===== src/rtl/operand_fetch_pkg.sv =====
// Shared widths and helpers for the ONC-16 operand fetch stage.
package operand_fetch_pkg;

  localparam int DATA_W     = 16;
  localparam int RF_ADDR_W  = 4;
  localparam int RF_NUM     = 2**RF_ADDR_W;
  localparam int OF_STALL_W = 16;

  typedef logic [OF_STALL_W-1:0] stall_cnt_t;

  // Increment that sticks at all-ones instead of wrapping.
  function automatic stall_cnt_t satInc(input stall_cnt_t value);
    return (&value) ? value : value + 1'b1;
  endfunction

endpackage


===== src/rtl/operand_fetch_if.sv =====
// Decode-to-fetch instruction handshake and fetch-to-execute operand bundle.
interface operand_fetch_if
  import operand_fetch_pkg::*;
#(
  parameter int DATA_W    = operand_fetch_pkg::DATA_W,
  parameter int RF_ADDR_W = operand_fetch_pkg::RF_ADDR_W
);

  logic                 in_valid;
  logic                 in_ready;
  logic [RF_ADDR_W-1:0] in_rs1;
  logic [RF_ADDR_W-1:0] in_rs2;
  logic [RF_ADDR_W-1:0] in_rd;
  logic                 in_use_rs1;
  logic                 in_use_rs2;
  logic                 in_use_rd;

  logic                 out_valid;
  logic                 out_ready;
  logic [DATA_W-1:0]    out_op1;
  logic [DATA_W-1:0]    out_op2;
  logic [RF_ADDR_W-1:0] out_rd;
  logic                 out_use_rd;

  modport master (
    output in_valid, in_rs1, in_rs2, in_rd, in_use_rs1, in_use_rs2, in_use_rd, out_ready,
    input  in_ready, out_valid, out_op1, out_op2, out_rd, out_use_rd
  );

  modport slave (
    input  in_valid, in_rs1, in_rs2, in_rd, in_use_rs1, in_use_rs2, in_use_rd, out_ready,
    output in_ready, out_valid, out_op1, out_op2, out_rd, out_use_rd
  );

endinterface


===== src/rtl/operand_fetch_rf_scoreboard.sv =====
// Per-register pending-write scoreboard with same-cycle-clear aware lookups.
module rf_scoreboard
  import operand_fetch_pkg::*;
#(
  parameter int RF_ADDR_W = operand_fetch_pkg::RF_ADDR_W
)(
  input  logic                        clock,
  input  logic                        n_rst,
  input  logic                        set_en,
  input  logic [RF_ADDR_W-1:0]        set_addr,
  input  logic                        clr_en,
  input  logic [RF_ADDR_W-1:0]        clr_addr,
  input  logic [2:0][RF_ADDR_W-1:0]   look_addr,
  output logic [2:0]                  look_eb,
  output logic [2**RF_ADDR_W-1:0]     busy_vec
);

  localparam int NUM = 2**RF_ADDR_W;

  logic [NUM-1:0] busy_q;
  logic [NUM-1:0] busy_d;
  logic [NUM-1:0] clr_vec;

  // The set is applied after the clear so a new producer wins over a retiring one.
  always_comb begin
    clr_vec = '0;
    if (clr_en) clr_vec[clr_addr] = 1'b1;
    busy_d = busy_q & ~clr_vec;
    if (set_en) busy_d[set_addr] = 1'b1;
  end

  always_comb begin
    look_eb = '0;
    for (int i = 0; i < 3; i++) begin
      look_eb[i] = busy_q[look_addr[i]] && !clr_vec[look_addr[i]];
    end
  end

  always_ff @(posedge clock or negedge n_rst) begin
    if (!n_rst) busy_q <= '0;
    else        busy_q <= busy_d;
  end

  assign busy_vec = busy_q;

endmodule


===== src/rtl/operand_fetch.sv =====
// Operand fetch stage: register-file read, writeback bypass, hazard stall and output register.
module operand_fetch
  import operand_fetch_pkg::*;
#(
  parameter int DATA_W    = operand_fetch_pkg::DATA_W,
  parameter int RF_ADDR_W = operand_fetch_pkg::RF_ADDR_W
)(
  input  logic                    clock,
  input  logic                    n_rst,
  operand_fetch_if.slave          fetch_if,
  output logic [RF_ADDR_W-1:0]    r1_addr,
  output logic [RF_ADDR_W-1:0]    r2_addr,
  input  logic [DATA_W-1:0]       r1_data,
  input  logic [DATA_W-1:0]       r2_data,
  input  logic                    wb_we,
  input  logic [RF_ADDR_W-1:0]    wb_addr,
  input  logic [DATA_W-1:0]       wb_data,
  output logic [2**RF_ADDR_W-1:0] busy_vec,
  output logic [OF_STALL_W-1:0]   stall_cnt
);

  typedef struct packed {
    logic [DATA_W-1:0]    op1;
    logic [DATA_W-1:0]    op2;
    logic [RF_ADDR_W-1:0] rd;
    logic                 use_rd;
  } bundle_t;

  bundle_t    bundle_q, bundle_d;
  logic       valid_q, valid_d;
  stall_cnt_t stall_q, stall_d;
  logic [2:0] eb;
  logic       hazard;
  logic       accept;

  assign r1_addr = fetch_if.in_rs1;
  assign r2_addr = fetch_if.in_rs2;

  rf_scoreboard #(.RF_ADDR_W(RF_ADDR_W)) u_scoreboard (
    .clock     (clock),
    .n_rst     (n_rst),
    .set_en    (accept && fetch_if.in_use_rd),
    .set_addr  (fetch_if.in_rd),
    .clr_en    (wb_we),
    .clr_addr  (wb_addr),
    .look_addr ({fetch_if.in_rd, fetch_if.in_rs2, fetch_if.in_rs1}),
    .look_eb   (eb),
    .busy_vec  (busy_vec)
  );

  assign hazard = fetch_if.in_valid &&
                  ((fetch_if.in_use_rs1 && eb[0]) ||
                   (fetch_if.in_use_rs2 && eb[1]) ||
                   (fetch_if.in_use_rd  && eb[2]));

  assign fetch_if.in_ready = (!valid_q || fetch_if.out_ready) && !hazard;
  assign accept            = fetch_if.in_valid && fetch_if.in_ready;

  // The register file writes on the clock edge, so a writeback in flight must be forwarded.
  always_comb begin
    bundle_d = bundle_q;
    valid_d  = valid_q;
    stall_d  = hazard ? satInc(stall_q) : stall_q;
    if (accept) begin
      bundle_d.op1    = (wb_we && wb_addr == fetch_if.in_rs1) ? wb_data : r1_data;
      bundle_d.op2    = (wb_we && wb_addr == fetch_if.in_rs2) ? wb_data : r2_data;
      bundle_d.rd     = fetch_if.in_rd;
      bundle_d.use_rd = fetch_if.in_use_rd;
      valid_d         = 1'b1;
    end else if (fetch_if.out_ready) begin
      valid_d = 1'b0;
    end
  end

  always_ff @(posedge clock or negedge n_rst) begin
    if (!n_rst) begin
      bundle_q <= '0;
      valid_q  <= 1'b0;
      stall_q  <= '0;
    end else begin
      bundle_q <= bundle_d;
      valid_q  <= valid_d;
      stall_q  <= stall_d;
    end
  end

  assign fetch_if.out_valid  = valid_q;
  assign fetch_if.out_op1    = bundle_q.op1;
  assign fetch_if.out_op2    = bundle_q.op2;
  assign fetch_if.out_rd     = bundle_q.rd;
  assign fetch_if.out_use_rd = bundle_q.use_rd;
  assign stall_cnt           = stall_q;

endmodule


===== src/flat_wrapper.sv =====
// flat-port wrapper written by rule: the top's interface ports become plain ports
module operand_fetch_flat import operand_fetch_pkg::*;
#(
  parameter int DATA_W    = operand_fetch_pkg::DATA_W,
  parameter int RF_ADDR_W = operand_fetch_pkg::RF_ADDR_W
)
  (clock, n_rst, r1_addr, r2_addr, r1_data, r2_data, wb_we, wb_addr, wb_data, busy_vec, stall_cnt, fetch_if_in_valid, fetch_if_in_rs1, fetch_if_in_rs2, fetch_if_in_rd, fetch_if_in_use_rs1, fetch_if_in_use_rs2, fetch_if_in_use_rd, fetch_if_out_ready, fetch_if_in_ready, fetch_if_out_valid, fetch_if_out_op1, fetch_if_out_op2, fetch_if_out_rd, fetch_if_out_use_rd);
  operand_fetch_if #(.DATA_W(DATA_W), .RF_ADDR_W(RF_ADDR_W)) fetch_if_i ();
  input  logic clock;
  input  logic n_rst;
  output logic [RF_ADDR_W-1:0] r1_addr;
  output logic [RF_ADDR_W-1:0] r2_addr;
  input  logic [DATA_W-1:0] r1_data;
  input  logic [DATA_W-1:0] r2_data;
  input  logic wb_we;
  input  logic [RF_ADDR_W-1:0] wb_addr;
  input  logic [DATA_W-1:0] wb_data;
  output logic [2**RF_ADDR_W-1:0] busy_vec;
  output logic [OF_STALL_W-1:0] stall_cnt;
  input wire logic [$bits(fetch_if_i.in_valid)-1:0] fetch_if_in_valid;
  input wire logic [$bits(fetch_if_i.in_rs1)-1:0] fetch_if_in_rs1;
  input wire logic [$bits(fetch_if_i.in_rs2)-1:0] fetch_if_in_rs2;
  input wire logic [$bits(fetch_if_i.in_rd)-1:0] fetch_if_in_rd;
  input wire logic [$bits(fetch_if_i.in_use_rs1)-1:0] fetch_if_in_use_rs1;
  input wire logic [$bits(fetch_if_i.in_use_rs2)-1:0] fetch_if_in_use_rs2;
  input wire logic [$bits(fetch_if_i.in_use_rd)-1:0] fetch_if_in_use_rd;
  input wire logic [$bits(fetch_if_i.out_ready)-1:0] fetch_if_out_ready;
  output wire logic [$bits(fetch_if_i.in_ready)-1:0] fetch_if_in_ready;
  output wire logic [$bits(fetch_if_i.out_valid)-1:0] fetch_if_out_valid;
  output wire logic [$bits(fetch_if_i.out_op1)-1:0] fetch_if_out_op1;
  output wire logic [$bits(fetch_if_i.out_op2)-1:0] fetch_if_out_op2;
  output wire logic [$bits(fetch_if_i.out_rd)-1:0] fetch_if_out_rd;
  output wire logic [$bits(fetch_if_i.out_use_rd)-1:0] fetch_if_out_use_rd;
  assign fetch_if_i.in_valid = fetch_if_in_valid;
  assign fetch_if_i.in_rs1 = fetch_if_in_rs1;
  assign fetch_if_i.in_rs2 = fetch_if_in_rs2;
  assign fetch_if_i.in_rd = fetch_if_in_rd;
  assign fetch_if_i.in_use_rs1 = fetch_if_in_use_rs1;
  assign fetch_if_i.in_use_rs2 = fetch_if_in_use_rs2;
  assign fetch_if_i.in_use_rd = fetch_if_in_use_rd;
  assign fetch_if_i.out_ready = fetch_if_out_ready;
  assign fetch_if_in_ready = fetch_if_i.in_ready;
  assign fetch_if_out_valid = fetch_if_i.out_valid;
  assign fetch_if_out_op1 = fetch_if_i.out_op1;
  assign fetch_if_out_op2 = fetch_if_i.out_op2;
  assign fetch_if_out_rd = fetch_if_i.out_rd;
  assign fetch_if_out_use_rd = fetch_if_i.out_use_rd;
  operand_fetch #(.DATA_W(DATA_W), .RF_ADDR_W(RF_ADDR_W)) u_core (.clock(clock), .n_rst(n_rst), .fetch_if(fetch_if_i), .r1_addr(r1_addr), .r2_addr(r2_addr), .r1_data(r1_data), .r2_data(r2_data), .wb_we(wb_we), .wb_addr(wb_addr), .wb_data(wb_data), .busy_vec(busy_vec), .stall_cnt(stall_cnt));
endmodule

===== config.mk =====
export PLATFORM = sky130hd
export DESIGN_NAME = operand_fetch_flat
export DESIGN_NICKNAME = d
export VERILOG_FILES = /design/src/rtl/operand_fetch_pkg.sv /design/src/rtl/operand_fetch_if.sv /design/src/rtl/operand_fetch_rf_scoreboard.sv /design/src/rtl/operand_fetch.sv /design/src/flat_wrapper.sv
export SDC_FILE = /design/constraint.sdc
export NUM_CORES = 1
export LEC_CHECK = 0
export BUFFER_PORTS_ARGS = -buffer_cell sky130_fd_sc_hd__buf_2
export CORE_UTILIZATION = 24
export CTS_CLUSTER_DIAMETER = 40
export DETAILED_ROUTE_END_ITERATION = 8
export HOLD_SLACK_MARGIN = 0.1
export SYNTH_ARGS = -nofsm -noshare
export SYNTH_HDL_FRONTEND = slang
export SYNTH_HIERARCHICAL = 1
export SYNTH_SLANG_ARGS = --single-unit

===== constraint.sdc =====
create_clock -name clock -period 7.78 [get_ports clock]
set_clock_uncertainty 0.2 [all_clocks]
set_input_delay 0.389 -clock clock [delete_from_list [all_inputs] [get_ports clock]]
set_output_delay 0.389 -clock clock [all_outputs]
set_load 0.02 [all_outputs]

==> results of run 1 <==
==> worst paths after layout <==
path | slack [ns] | cells past startpoint | to | start
setup / recovery | 4.14 | 8 | fetch_if_in_ready | u_core/u_scoreboard/busy_vec[10]
hold / removal | 0.03 | 2 | u_core/fetch_if.out_op2[2] | n_rst
setup reg to reg | 4.16 | 9 | u_core/u_scoreboard/busy_vec[4] | u_core/u_scoreboard/busy_vec[10]
hold reg to reg | 0.28 | 1 | u_core/fetch_if.out_use_rd | u_core/fetch_if.out_use_rd
max in group asynchronous | 6.66 | 2 | u_core/u_scoreboard/busy_vec[13] | n_rst
min in group clock | 0.13 | 3 | u_core/fetch_if.out_op1[9] | r1_data[9]
==> per-layer routing <==
layer  share of wire  vias to the layer above
li1                -                     1896
met1            0.46                     1932
met2            0.46                      142
met3           0.074                       10
met4          0.0075                        0
met5               0                        -
==> state kept, by name, indices dropped and copies added (netlist names) <==
signal	cells
u_core/fetch_if.out_op2	16
u_core/fetch_if.out_valid	1
u_core/fetch_if.out_op1	16
u_core/stall_cnt	16
u_core/fetch_if.out_rd	4
u_core/fetch_if.out_use_rd	1
u_core/u_scoreboard/busy_vec	16
==> power breakdown <==
| group | total, mW | switching (mW) | internal, mW | leakage, nW |
|---|---|---|---|---|
| combinational | 0.444 | 0.283 | 0.161 | 1.33 |
| clock | 0.468 | 0.160 | 0.308 | 0.165 |
| sequential | 0.520 | 0.0719 | 0.448 | 0.845 |
==> cell usage after synthesis (2+ instances only) <==
library cell / n
xnor2_1: 6
and2_1: 3
nand2_1: 26
nor3_1: 7
nor3b_1: 2
mux4_2: 9
inv_1: 7
nand3_1: 46
and3_1: 2
nor2_1: 41
a31oi_1: 34
or2_1: 2
nor4_2: 2
mux2i_1: 6
xor2_1: 19
clkbuf_1: 11
nand4_1: 9
buf_4: 12
o21ai_2: 4
buf_2: 10
dfrtp_1: 70
or2_2: 2
nand2b_1: 13
nand3b_1: 3
o41ai_1: 2
o2111ai_1: 3
buf_6: 2
mux2_1: 2
o21ai_1: 24
o311a_1: 2
o21ai_0: 43
==> cell families (layout without fill, tap and decap cells) <==
| family | after synthesis | count (layout) | share of synthesized area |
|---|---|---|---|
| adder cells (fa/ha/maj) | 1 | 1 | 0.00303 |
| AND/OR/NAND/NOR | 171 | 171 | 0.220 |
| AO/OA/AOI/OAI | 119 | 119 | 0.174 |
| XOR/XNOR | 25 | 25 | 0.0530 |
| buffers and inverters | 43 | 175 | 0.0566 |
| flip-flops | 70 | 70 | 0.424 |
| multiplexers | 17 | 17 | 0.0690 |
==> area by class of cell <==
cell class | count | area (µm²) | share of cell area
clock buffers | 12 | 267 | 0.0502
clock inverters | 4 | 76.3 | 0.0144
inverters | 7 | 26.3 | 0.00495
multi-input cells | 333 | 2150 | 0.404
flip-flops and latches | 70 | 1750 | 0.330
well taps | 220 | 275 | 0.0519
repair buffers | 152 | 766 | 0.144
==> through the flow <==
stage          setup WS, ns  cell area, µm²
2_1_floorplan          4.47            4130
3_3_place_gp           4.01            4970
3_5_place_dp           3.89            4970
4_1_cts                4.08            5310
5_1_grt                3.91            5310
6_report               4.14            5310
==> worst reg2reg max path: cells and delay by family (launching register included) <==
family	cells	cell delay [ns]
flops	1	0.44
mux	1	0.48
simple gates	3	1.04
compound gates	5	1.39
==> impl_metrics.env, run 1 <==
export IMPL_synth_cells=446
export IMPL_grt_pass1_vias=3950
export IMPL_routed_wl_um=13300
export IMPL_postCtsSetupBuffers=0
export IMPL_synthTopCellsByArea="dfrtp_1 42%, nand3_1 5.6%, o21ai_0 5.2%, a31oi_1 5.1%, mux4_2 4.9%"
export IMPL_p_leak_nw=2.34
export IMPL_core_mm2=0.0167
export IMPL_synth_edff_count=0
export IMPL_cts_made_buffers=9
export IMPL_yosysTopAreaCellShare=0.424
export IMPL_initial_core_util=0.247
export IMPL_grt_ovfl_total=0
export IMPL_path_cells="mux4_2, o41a_1, a221oi_2, o21ai_1, a222oi_1, nand2b_1, and2_1, buf_2"
export IMPL_dp_hpwl_um=9770
export IMPL_p_total_mw=1.43
export IMPL_path_max_fanout=5
export IMPL_root_buffer="clkbuf_16"
export IMPL_die_area_mm2=0.0177
export IMPL_row_count=47
export IMPL_cts_sinks=70
export IMPL_io_buffer_count=150
export IMPL_vdd_drop_max_mv=0.115
export IMPL_tritoncts="built"
export IMPL_clk_path_buf_depth=2
export IMPL_via_per_inst=4.99
export IMPL_ant_nets=0
export IMPL_postSynthAreaPerCell_um2=9.26
export IMPL_cts_resized=0
export IMPL_yosysSeqAreaShare=0.424
export IMPL_synth_distinct_cells=53
export IMPL_status="finished clean"
export IMPL_cp_slowest_cell="a222oi_1"
export IMPL_post_route_min_period_ns=3.64
export IMPL_max_stage_delay_ns=0.69
export IMPL_critPathLaunchType="flop"
export IMPL_rsz0062_at_grt="false"
export IMPL_slew_violations=0
export IMPL_fin_util=0.318
export IMPL_grt_use_total=0.153
export IMPL_ctsHoldBuffers=0
export IMPL_hp_class="primary input to async pin"
export IMPL_grt_util_met3=0.0491
export IMPL_insertion_delay_ns=0.33
export IMPL_final_common_cell="buf_2"
export IMPL_worst_slew_pin_transition_ns=1.16
export IMPL_wire_per_inst_um=16.6
export IMPL_critPathBufInv=1
export IMPL_htree_levels=3
export IMPL_grt_util_met2=0.243
export IMPL_final_setup_viol_count=0
export IMPL_whs_ns=0.0250
export IMPL_n_fill_cell=1795
export IMPL_setup_tns_ns=0
export IMPL_vias=3980
export IMPL_globalRoute_busiestLayer="met2"
export IMPL_synth_seq_cells=70
export IMPL_antenna_found_initial=0
export IMPL_crit_type="flop to primary output"
export IMPL_firstDrtPassIters=4
export IMPL_end_kind="primary output"
export IMPL_grt_pass1_wl_um=21200
export IMPL_cap_violations=0
export IMPL_dieHeight_um=133
export IMPL_ios=151
export IMPL_dp_cells=782
export IMPL_final_cell_mix="150 x buf_2, 70 x dfrtp_1, 46 x nand3_1, 43 x o21ai_0, 41 x nor2_1"
export IMPL_fmax_ghz=0.275
export IMPL_arrival_ns=3.05
export IMPL_die_x_um=133
export IMPL_cellPowerDensity_mw_per_mm2=270
export IMPL_diodes=0
export IMPL_hold_viol=0
export IMPL_syn_num_nets=519
export IMPL_syn_area_mm2=0.00413
export IMPL_fin_cells=798
export IMPL_grt_max_degree=71
export IMPL_crit_required_ns=7.19
export IMPL_finalCritPeriodShare=0.468
export IMPL_async_flop_share=1.00
export IMPL_drtIter0Drc=259
export IMPL_finalNetCount=646
export IMPL_critical_path_top_delay_family="compound AO/OA/AOI/OAI gates"
export IMPL_synth_main_ff_cell="dfrtp_1"
export IMPL_slew_headroom=0.225
export IMPL_syn_to_final_growth_pct=28.5
export IMPL_ys_warn_count=6
export IMPL_remaining_drc_errors=0
export IMPL_clk_pin_slew_ns=0.06
export IMPL_layout_drive_gt1_share=0.337
export IMPL_synth_top_cell_by_area="dfrtp_1"
export IMPL_grtUsageMet1=0.200
export IMPL_gp_congestion=0.809
No activity file was read; power rests on OpenSTA's default activity.
==> run 2: changes to the inputs <==
Settings changed: ABC_AREA set to 1.
Clock period 7.78 ns to 3.36 ns, I/O delays scaled along.
==> impl_metrics.env, run 2 <==
export IMPL_status="finished clean"
export IMPL_synth_top_cell_by_area="dfrtp_1"
export IMPL_final_cell_mix="276 x nand2_1, 149 x buf_2, 96 x nand3_1, 92 x inv_1, 72 x dlygate4sd3_1"
export IMPL_power_internal_mw=2.11
export IMPL_slew_headroom=0.352
export IMPL_ys_warn_count=6
export IMPL_gp_congestion=0.911
export IMPL_yosysSeqAreaShare=0.354
export IMPL_die_area_mm2=0.0212
export IMPL_postCtsSetupBuffers=0
export IMPL_crit_required_ns=3.45
export IMPL_p_leak_nw=3.62
export IMPL_synth_most_common_cell="nand2_1"
export IMPL_crit_top_cell="nand2_1"
export IMPL_die_x_um=146
export IMPL_path_cells="dlygate4sd3_1, buf_2, clkinv_1, nor2_1, o21ai_0, nor2_1, nor2_1, nand2_1, nand2_1, nand2_1, nand3_1, nor3b_4, buf_12, nand3_1, dlygate4sd3_1, nand2_1"
export IMPL_rsz0062_at_grt="false"
export IMPL_max_stage_delay_ns=0.57
export IMPL_grt_ovfl_total=0
export IMPL_ios=151
export IMPL_final_setup_viol_count=0
export IMPL_cts_made_buffers=9
export IMPL_grtUsageMet1=0.224
export IMPL_post_route_min_period_ns=3.12
export IMPL_final_common_cell="nand2_1"
export IMPL_hold_viol=0
export IMPL_cellPowerDensity_mw_per_mm2=511
export IMPL_grt_util_met3=0.0320
export IMPL_cts_sinks=70
export IMPL_insertion_delay_ns=0.34
export IMPL_dieHeight_um=146
export IMPL_row_count=52
export IMPL_htree_levels=3
export IMPL_ant_nets=0
export IMPL_synth_edff_count=0
export IMPL_drtIter0Drc=455
export IMPL_end_kind="flop"
export IMPL_antenna_found_initial=0
export IMPL_arrival_ns=3.21
export IMPL_grt_pass1_vias=5681
export IMPL_wire_per_inst_um=14.8
export IMPL_vdd_drop_max_mv=0.240
export IMPL_setup_tns_ns=0
export IMPL_initial_core_util=0.245
export IMPL_critPathLaunchType="primary input"
export IMPL_syn_to_final_growth_pct=39.9
export IMPL_fin_util=0.342
export IMPL_slew_violations=0
export IMPL_syn_area_mm2=0.00495
export IMPL_finalCritPeriodShare=0.929
export IMPL_hp_class="primary input to flop"
export IMPL_switchingPower_mw=1.43
export IMPL_vias=5911
export IMPL_clkPwrFrac=0.288
export IMPL_io_buffer_count=150
export IMPL_async_flop_share=1.00
export IMPL_syn_num_nets=837
export IMPL_clk_path_buf_depth=2
export IMPL_cp_slowest_cell="dlygate4sd3_1"
export IMPL_grt_max_degree=71
export IMPL_grt_util_met2=0.286
export IMPL_critical_path_top_delay_family="buffers and inverters"
export IMPL_layout_drive_gt1_share=0.199
export IMPL_tritoncts="built"
export IMPL_clk_pin_slew_ns=0.07
export IMPL_grt_use_total=0.174
export IMPL_routed_wl_um=18400
export IMPL_core_mm2=0.0202
export IMPL_synthTopCellsByArea="dfrtp_1 35%, nand2_1 21%, nand3_1 9.7%, inv_1 7.0%, nand4_1 5.2%"
export IMPL_synth_cells=764
export IMPL_via_per_inst=4.75
export IMPL_fmax_ghz=0.320
export IMPL_globalRoute_busiestLayer="met2"
export IMPL_worst_slew_pin_transition_ns=0.972
export IMPL_path_max_fanout=36
export IMPL_critPathBufInv=5
export IMPL_dp_hpwl_um=12700
export IMPL_synth_main_ff_cell="dfrtp_1"
export IMPL_grt_pass1_wl_um=29400
export IMPL_synth_seq_cells=70
export IMPL_postSynthAreaPerCell_um2=6.48
export IMPL_p_seq_frac=0.349
export IMPL_synth_distinct_cells=33
export IMPL_crit_type="primary input to flop"
export IMPL_yosysTopAreaCellShare=0.354
export IMPL_remaining_drc_errors=0
export IMPL_finalNetCount=1042
export IMPL_firstDrtPassIters=5
export IMPL_diodes=0
export IMPL_cap_violations=0
export IMPL_swShare=0.405
export IMPL_power_frac_comb=0.363
export IMPL_root_buffer="clkbuf_16"
export IMPL_synth_commonest_cells="276 x nand2_1, 96 x nand3_1, 92 x inv_1"
## run 2: cell type report
type,count,area (µm²)
inverters,100,378
flip-flops and latches,70,1750
clock inverters,6,68.8
repair buffers,229,1540
clock buffers,10,239
well taps,270,338
multi-input cells,559,2610
fillers,2165,13300
## run 2: repair_timing
action                                  4_1_cts  5_1_grt
gates resized for setup                       0        4
endpoints found under the setup margin        0       32
hold endpoints to repair                    122        0
hold buffers                                 72        0
## run 2: path summary, 6_finish.rpt
check | from | to | slack (ns) | cells past startpoint
hold reg to reg | u_core/fetch_if.out_rd[0] | u_core/fetch_if.out_rd[0] | 0.28 | 2
max in group asynchronous | n_rst | u_core/fetch_if.out_op1[4] | 2.00 | 2
hold / removal | wb_addr[0] | u_core/u_scoreboard/busy_vec[13] | 0.19 | 4
setup reg to reg | u_core/u_scoreboard/busy_vec[9] | u_core/fetch_if.out_op2[10] | 0.54 | 15
min in group asynchronous | n_rst | u_core/u_scoreboard/busy_vec[6] | 0.30 | 2
setup / recovery | fetch_if_in_rd[0] | u_core/fetch_if.out_op2[10] | 0.24 | 16
## run 2: worst min-delay path, delay by kind of cell
family          cells  cell delay (ns)
buf+inv             1             0.16
simple gates        1             0.13
compound gates      2             0.22
## run 2: power groups by stage
stage	combinational (mW)	clock, mW	sequential, mW
after floorplan	0.500	0	1.47
after global placement	1.18	0	1.25
after detailed placement	1.19	0	1.25
after CTS	1.28	1.06	1.24
after global routing	1.40	1.08	1.27
final	1.28	1.02	1.24
## run 2: kinds of logic (layout without fill, tap and decap cells)
kind of cell             count (synthesis)  in the layout  synth area share
adder cells (fa/ha/maj)                  1              1           0.00253
flip-flops                              70             70             0.354
XOR/XNOR                                 9              9            0.0159
AND/OR/NAND/NOR                        479            479             0.427
AO/OA/AOI/OAI                           70             70            0.0821
buffers and inverters                  135            345             0.119
## run 2: stage by stage
step / cells / area (µm²) / power [mW] / worst slack [ns] / hold slack [ns]
floorplan: 764 / 4950 / 1.97 / 0.799 / -0.328
global placement: 1156 / 5890 / 2.43 / 0.500 / 0.168
detailed placement: 1156 / 5890 / 2.44 / 0.475 / 0.177
CTS: 1244 / 6910 / 3.57 / 0.104 / 0.148
global route: 1244 / 6930 / 3.75 / 0.0439 / 0.189
finish: 1244 / 6930 / 3.54 / 0.237 / 0.185
## run 2: routing by layer
layer  part of all wire  vias to the layer above
met5                  0                        -
met4              0.024                        0
met3              0.085                       36
met1               0.43                     2710
li1                   -                     2864
met2               0.46                      301
